<file path="src/rtl/regfile.sv">
// ----------------------------------------------------------------------------
// regfile -- 31-entry, 2-read / 1-write register file with a hard-wired zero
// register (XZR) at address 31.
//
// Ports
//   clk    in   1   single clock; all state updates on its rising edge
//   reset  in   1   synchronous, active-high; loads the reset image
//   we3    in   1   write enable for write port 3
//   ra1    in   5   read address, port 1 (ALU operand a)
//   ra2    in   5   read address, port 2 (ALU operand b / store data)
//   wa3    in   5   write address
//   wd3    in   N   write data
//   rd1    out  N   read data for ra1 (combinational)
//   rd2    out  N   read data for ra2 (combinational)
//
// Parameters
//   N            data width of every register and data port
//   RESET_INDEX  1: entry i resets to i; 0: every entry resets to 0
//
// Optional feature
//   REGFILE_BYPASS_EN  when defined, a read of the address being written in
//                      the same cycle returns wd3 (write-through). When
//                      undefined, the old value is returned until the edge.
//
// Reads are zero-latency by design: the datapath reads operands and writes
// back results within a single cycle, so rd1/rd2 cannot be registered.
// ----------------------------------------------------------------------------
module regfile #(
    parameter int N           = 64,
    parameter int RESET_INDEX = 1
) (
    input  logic         clk,
    input  logic         reset,
    input  logic         we3,
    input  logic [4:0]   ra1,
    input  logic [4:0]   ra2,
    input  logic [4:0]   wa3,
    input  logic [N-1:0] wd3,
    output logic [N-1:0] rd1,
    output logic [N-1:0] rd2
);

    localparam logic [4:0] XZR_ADDR = 5'd31;

    // X0..X30 only; XZR has no storage behind it.
    logic [N-1:0] regs_r [0:30];

    // A write is only meaningful outside reset and away from XZR.
    logic write_hit_s;

    // Qualify the write strobe once so storage and bypass agree on it.
    always_comb begin
        write_hit_s = 1'b0;
        if (we3 && !reset && (wa3 != XZR_ADDR)) begin
            write_hit_s = 1'b1;
        end else begin
            write_hit_s = 1'b0;
        end
    end

    // Storage update: reset image has priority over any write on the same edge.
    always_ff @(posedge clk) begin
        if (reset) begin
            for (int i = 0; i < 31; i++) begin
                if (RESET_INDEX != 0) begin
                    regs_r[i] <= N'(i);
                end else begin
                    regs_r[i] <= '0;
                end
            end
        end else if (write_hit_s) begin
            regs_r[wa3] <= wd3;
        end
    end

    // Read port 1: XZR reads zero, optional same-cycle write-through.
    always_comb begin
        rd1 = '0;
        if (ra1 == XZR_ADDR) begin
            rd1 = '0;
`ifdef REGFILE_BYPASS_EN
        end else if (write_hit_s && (ra1 == wa3)) begin
            rd1 = wd3;
`endif
        end else begin
            rd1 = regs_r[ra1];
        end
    end

    // Read port 2: independent copy of the port 1 logic.
    always_comb begin
        rd2 = '0;
        if (ra2 == XZR_ADDR) begin
            rd2 = '0;
`ifdef REGFILE_BYPASS_EN
        end else if (write_hit_s && (ra2 == wa3)) begin
            rd2 = wd3;
`endif
        end else begin
            rd2 = regs_r[ra2];
        end
    end

endmodule

</file>
<file path="config.mk">
export PLATFORM = sky130hd
export DESIGN_NAME = regfile
export DESIGN_NICKNAME = d
export VERILOG_FILES = /design/src/rtl/regfile.sv
export SDC_FILE = /design/constraint.sdc
export NUM_CORES = 2
export LEC_CHECK = 0
export CORE_MARGIN = 2
export CORE_UTILIZATION = 50
export CTS_CLUSTER_DIAMETER = 80
export CTS_CLUSTER_SIZE = 25
export DETAILED_ROUTE_END_ITERATION = 8
export PLACE_DENSITY = 0.67
export SLEW_MARGIN = 20
export SYNTH_ARGS = -nofsm -noshare
export SYNTH_HDL_FRONTEND = slang
export SYNTH_SLANG_ARGS = --single-unit
</file>
<file path="constraint.sdc">
create_clock -name clk -period 9.65 [get_ports clk]
set_clock_uncertainty 0.2 [all_clocks]
set_input_delay 1.93 -clock clk [delete_from_list [all_inputs] [get_ports clk]]
set_output_delay 1.93 -clock clk [all_outputs]
set_load 0.005 [all_outputs]
</file>
# Yosys cells after proc, flatten, opt, wreduce, memory -nomap -nowiden
# Memory sizes are Yosys's and may differ from the RTL's.
# Index checks and enable logic that the tools add are counted.
# classes
n_eq_ne,3
muxes,11
n_reduce_logical,4
# ops
cell,n
$mux 64,3
$reduce_or 64->1,1
$eq 5x5->1 const B,2
$mux 1,7
$mux 5,1
$ne 5x5->1 const B,1
$logic_and 1x1->1,2
$logic_not 1->1,1
# word_totals
reg_bits,0
ram_bits,1984
input_bits,82
out_inout_bits,128
elab_cells,19
memories,1
# mem_list
memory,depth,word_bits,read_ports,rd_ports_with_merged_regs,write_ports,line_no,source
regs_r,31,64,2,0,31,46,logic [N-1:0] regs_r [0:30];

# Logic depth before layout (Yosys ltp)
# depth
ltp_word,9
mapped_depth,10

# Worst setup path after synthesis
# Ideal clock, no wire load.
# synth_path
path_type,input to output
from,input ra1[1]
to,output rd1[10]
t_arrival_ns,3.714
slack_ns,3.806
path_stages,7
path_buffers,4
path_cell_list,buf_2 > buf_2 > buf_2 > clkbuf_1 > mux4_2 > mux4_2 > o2bb2ai_1
# synth_between
elab_chain_cells,2
# synth_lines
item,line_no,source
from (decl),35,"input logic [4:0] ra1,"
$mem_v2 31x64 or $eq 5x5->1 (tied branches),-,
$mux 64 *,79,if (ra1 == XZR_ADDR) begin
to (decl),39,"output logic [N-1:0] rd1,"
# Mark *: on every way between the ends. The rest lies on a longest branch, timed or not.

# Worst setup path after layout
# layout_path
from,input ra2[3]
to,output rd2[14]
# layout_between
elab_chain_cells,2
# layout_lines
item,line_no,source
from (decl),36,"input logic [4:0] ra2,"
$mem_v2 31x64 or $eq 5x5->1 (tied branches),-,
$mux 64 *,93,if (ra2 == XZR_ADDR) begin
to (decl),40,output logic [N-1:0] rd2
# Marks and branches as above.

==> results.py <==
metrics = {
    "sta": {
        "max_freq_mhz": 123,
        "setup_violations": 0,
        "whs_ps": 1450,
        "final_max_slew_viol_count": 0,
        "rsz0062_at_grt": "no",
        "max_slew.worst_pin.slew_ps": 1210,
        "layout_min_cycle_time_ps": 8130,
        "hold_viol": 0,
        "finalSetupTns_ps": 0,
        "finalCritPeriodShare_pct": 84.3,
        "slew_headroom_pct": 19.1,
    },
    "worst_setup_path": {
        "critPathKind": "in2out",
        "critical_path.max_stage_delay_ps": 800,
        "end_kind": "primary output",
        "cpMaxStageDelayCell": "nor3_1",
        "critPathRequiredTime_ps": 7520,
        "crit_buf_inv": 5,
        "crit_arrival_ps": 6000,
        "path_delay_family": "buffers and inverters",
        "crit_chain": "buf_4 > inv_6 > nor2_4 > buf_4 > buf_4 > a221oi_1 > nor3_1 > clkdlybuf4s50_1",
        "cp_common_cell": "buf_4",
        "cp-startpoint": "ra2[3]",
        "critPathMaxFanout": 31,
        "critPathLaunchType": "primary input",
    },
    "final_layout": {
        "drive_gt1_share_pct": 23.1,
        "syn_to_final_growth_pct": 8.12,
        "final_util_pct": 54.5,
        "final_area_mm2": 0.117,
        "reg.largest.list": "regs_r x2048",
        "filler_cell_count": 16800,
        "largest_reg_flops": 2048,
        "nets": 6747,
        "top_register": "regs_r",
    },
    "power": {
        "p_per_area_mw_per_mm2": 162,
        "power_switching_w": 0.00503,
        "p_leak_nw": 39.4,
        "clkPwrFrac_pct": 30.6,
        "vdd_ir_drop_max_v": 0.000185,
        "p_seq_share_pct": 55.3,
        "p_int_w": 0.0140,
        "switching_share_pct": 26.5,
        "pwr-share-comb_pct": 14.1,
    },
    "synthesis": {
        "synth_edf_count": 2048,
        "synth_seq_cells": 2048,
        "synth_top_area_cell": "edfxtp_1",
        "synth_cells": 6825,
        "synth_ff_type": "edfxtp_1",
        "yosysUniqueCellTypes": 42,
        "async_reset_ff_share_pct": 0,
        "ys_seq_area_share_pct": 56.7,
        "syn-cell-area_mm2": 0.108,
        "ys.warnings.count": 0,
        "yosysTopAreaCellShare_pct": 56.7,
        "synthTopCellsByArea": "edfxtp_1 (57%), mux4_2 (22%), and2_1 (11%), mux2i_1 (3.0%), clkbuf_1 (1.8%)",
        "avgSynthCellArea_um2": 15.9,
    },
    "clocking": {
        "clock_sinks": 2048,
        "post-cts-setup-buffers": 0,
        "clk_path_buf_depth": 3,
        "root_buffer": "clkbuf_16",
        "clk_pin_slew_worst_paths_ps": 90,
        "cts_resized": 0,
        "cts_tree": "done",
        "holdBufCountCts": 0,
        "htree_num_levels": 3,
        "cts_made_buffers": 116,
    },
    "worst_hold_path": {
        "hp-class": "in2reg",
        "min_from": "wd3[10]",
    },
    "floorplan": {
        "die_h_um": 470,
        "placeableCoreArea_mm2": 0.215,
        "dieArea_mm2": 0.221,
        "die_width_um": 470,
        "io_pins": 210,
        "row_count": 170,
        "initial_core_util_pct": 50.4,
    },
    "grt": {
        "grt_pass1_vias": 67200,
        "grt_usage_pct": 34.0,
        "grt_max_degree": 123,
        "overflow": 0,
        "grt_pass1_wl_um": 525000,
        "antenna_found_initial": 43,
    },
    "route": {
        "drc": 0,
        "ant_nets": 0,
        "drt_wl_total_um": 380000,
        "via_per_inst": 7.06,
        "drtIter0Drc": 11800,
        "firstDrtPassIters": 9,
        "via_count": 67900,
        "wl_per_cell_um": 39.5,
    },
    "place": {
        "dpl.hpwl_um": 204000,
        "placed_area_mm2": 0.113,
        "port-buffer-count": 209,
        "globalplace.congestion": 0.835,
    },
    "job": {
        "cap_violations": 0,
    },
    "outcome": {
        "outcome": "completed",
    },
}
Yosys cell counts (32+ instances only):
master and n:
a211oi_1 35, and2_1 1909, buf_2 119, buf_4 35, buf_6 32, clkbuf_1 533, edfxtp_1 2048, inv_1 50
mux2i_1 323, mux4_2 1057, nor2_1 73, nor3_1 42, o21ai_0 41, o221ai_1 56, o22ai_1 60, o2bb2ai_1 39
or2_2 34, or3_1 77
routing by layer:
| layer | GRT usage [%] | routed length, um | vias to the layer above |
|---|---|---|---|
| li1 | - | - | 26000 |
| met1 | 45.3 | 134000 | 35600 |
| met2 | 54.2 | 179000 | 5263 |
| met3 | 6.71 | 45500 | 999 |
| met4 | 16.0 | 21300 | 12 |
| met5 | 0 | 86 | - |
kinds of logic after synthesis:
kind of cell,count (synthesis),share of synthesized area [%]
AO/OA/AOI/OAI,347,2.31
buffers and inverters,801,3.26
flip-flops,2048,56.7
multiplexers,1398,25.1
other,1,0.00346
AND/OR/NAND/NOR,2230,12.6
stage by stage:
stage	std cells	total power, W	setup slack [ps]
final	9615	0.0190	1520
after global routing	9604	0.0194	1680
after CTS	9593	0.0190	1850
after detailed placement	9382	0.0133	1870
after global placement	9381	0.0133	1960
after floorplan	6888	0.0122	3810
power groups by stage:
stage	clock, W	sequential [W]	combinational, W
final	0.00581	0.0105	0.00268
after global routing	0.00610	0.0106	0.00275
after CTS	0.00582	0.0105	0.00265
after detailed placement	0	0.0107	0.00264
after global placement	0	0.0107	0.00262
after floorplan	0	0.0106	0.00161
final timing paths:
kind	depth (start not counted)	to
min	1	regs_r[31][10]$_DFFE_PP_
max	8	rd2[14]
cell type report:
cell class	instances	area, um2	area share, %
Timing Repair Buffer	408	4040	3.44
Antenna cell	19	47.5	0.0405
Tap cell	2838	3550	3.03
Inverter	52	205	0.175
Multi-Input combinational cell	4039	44000	37.5
Clock inverter	88	957	0.816
Clock buffer	123	2950	2.52
Sequential cell	2048	61500	52.4
cells in the final DEF (no fill, tap or decap), types with 24 or more instances in the layout:
cell             instances
a21oi_1                 31
a211oi_1                35
buf_12                  29
nor3_1                  40
conb_1                  64
o21ai_0                 41
clkdlybuf4s50_1        197
mux2i_1                323
and2_1                1909
or3_1                   77
o22ai_1                 60
inv_1                   50
clkbuf_16              117
nor2_1                  40
or2_4                   31
nor2b_1                 24
o221ai_1                56
o2bb2ai_1               39
buf_4                  166
nor2_4                  33
edfxtp_1              2048
mux4_2                1057
a22oi_1                 31
and3_1                  30
No activity file was read; power rests on OpenSTA's default activity.
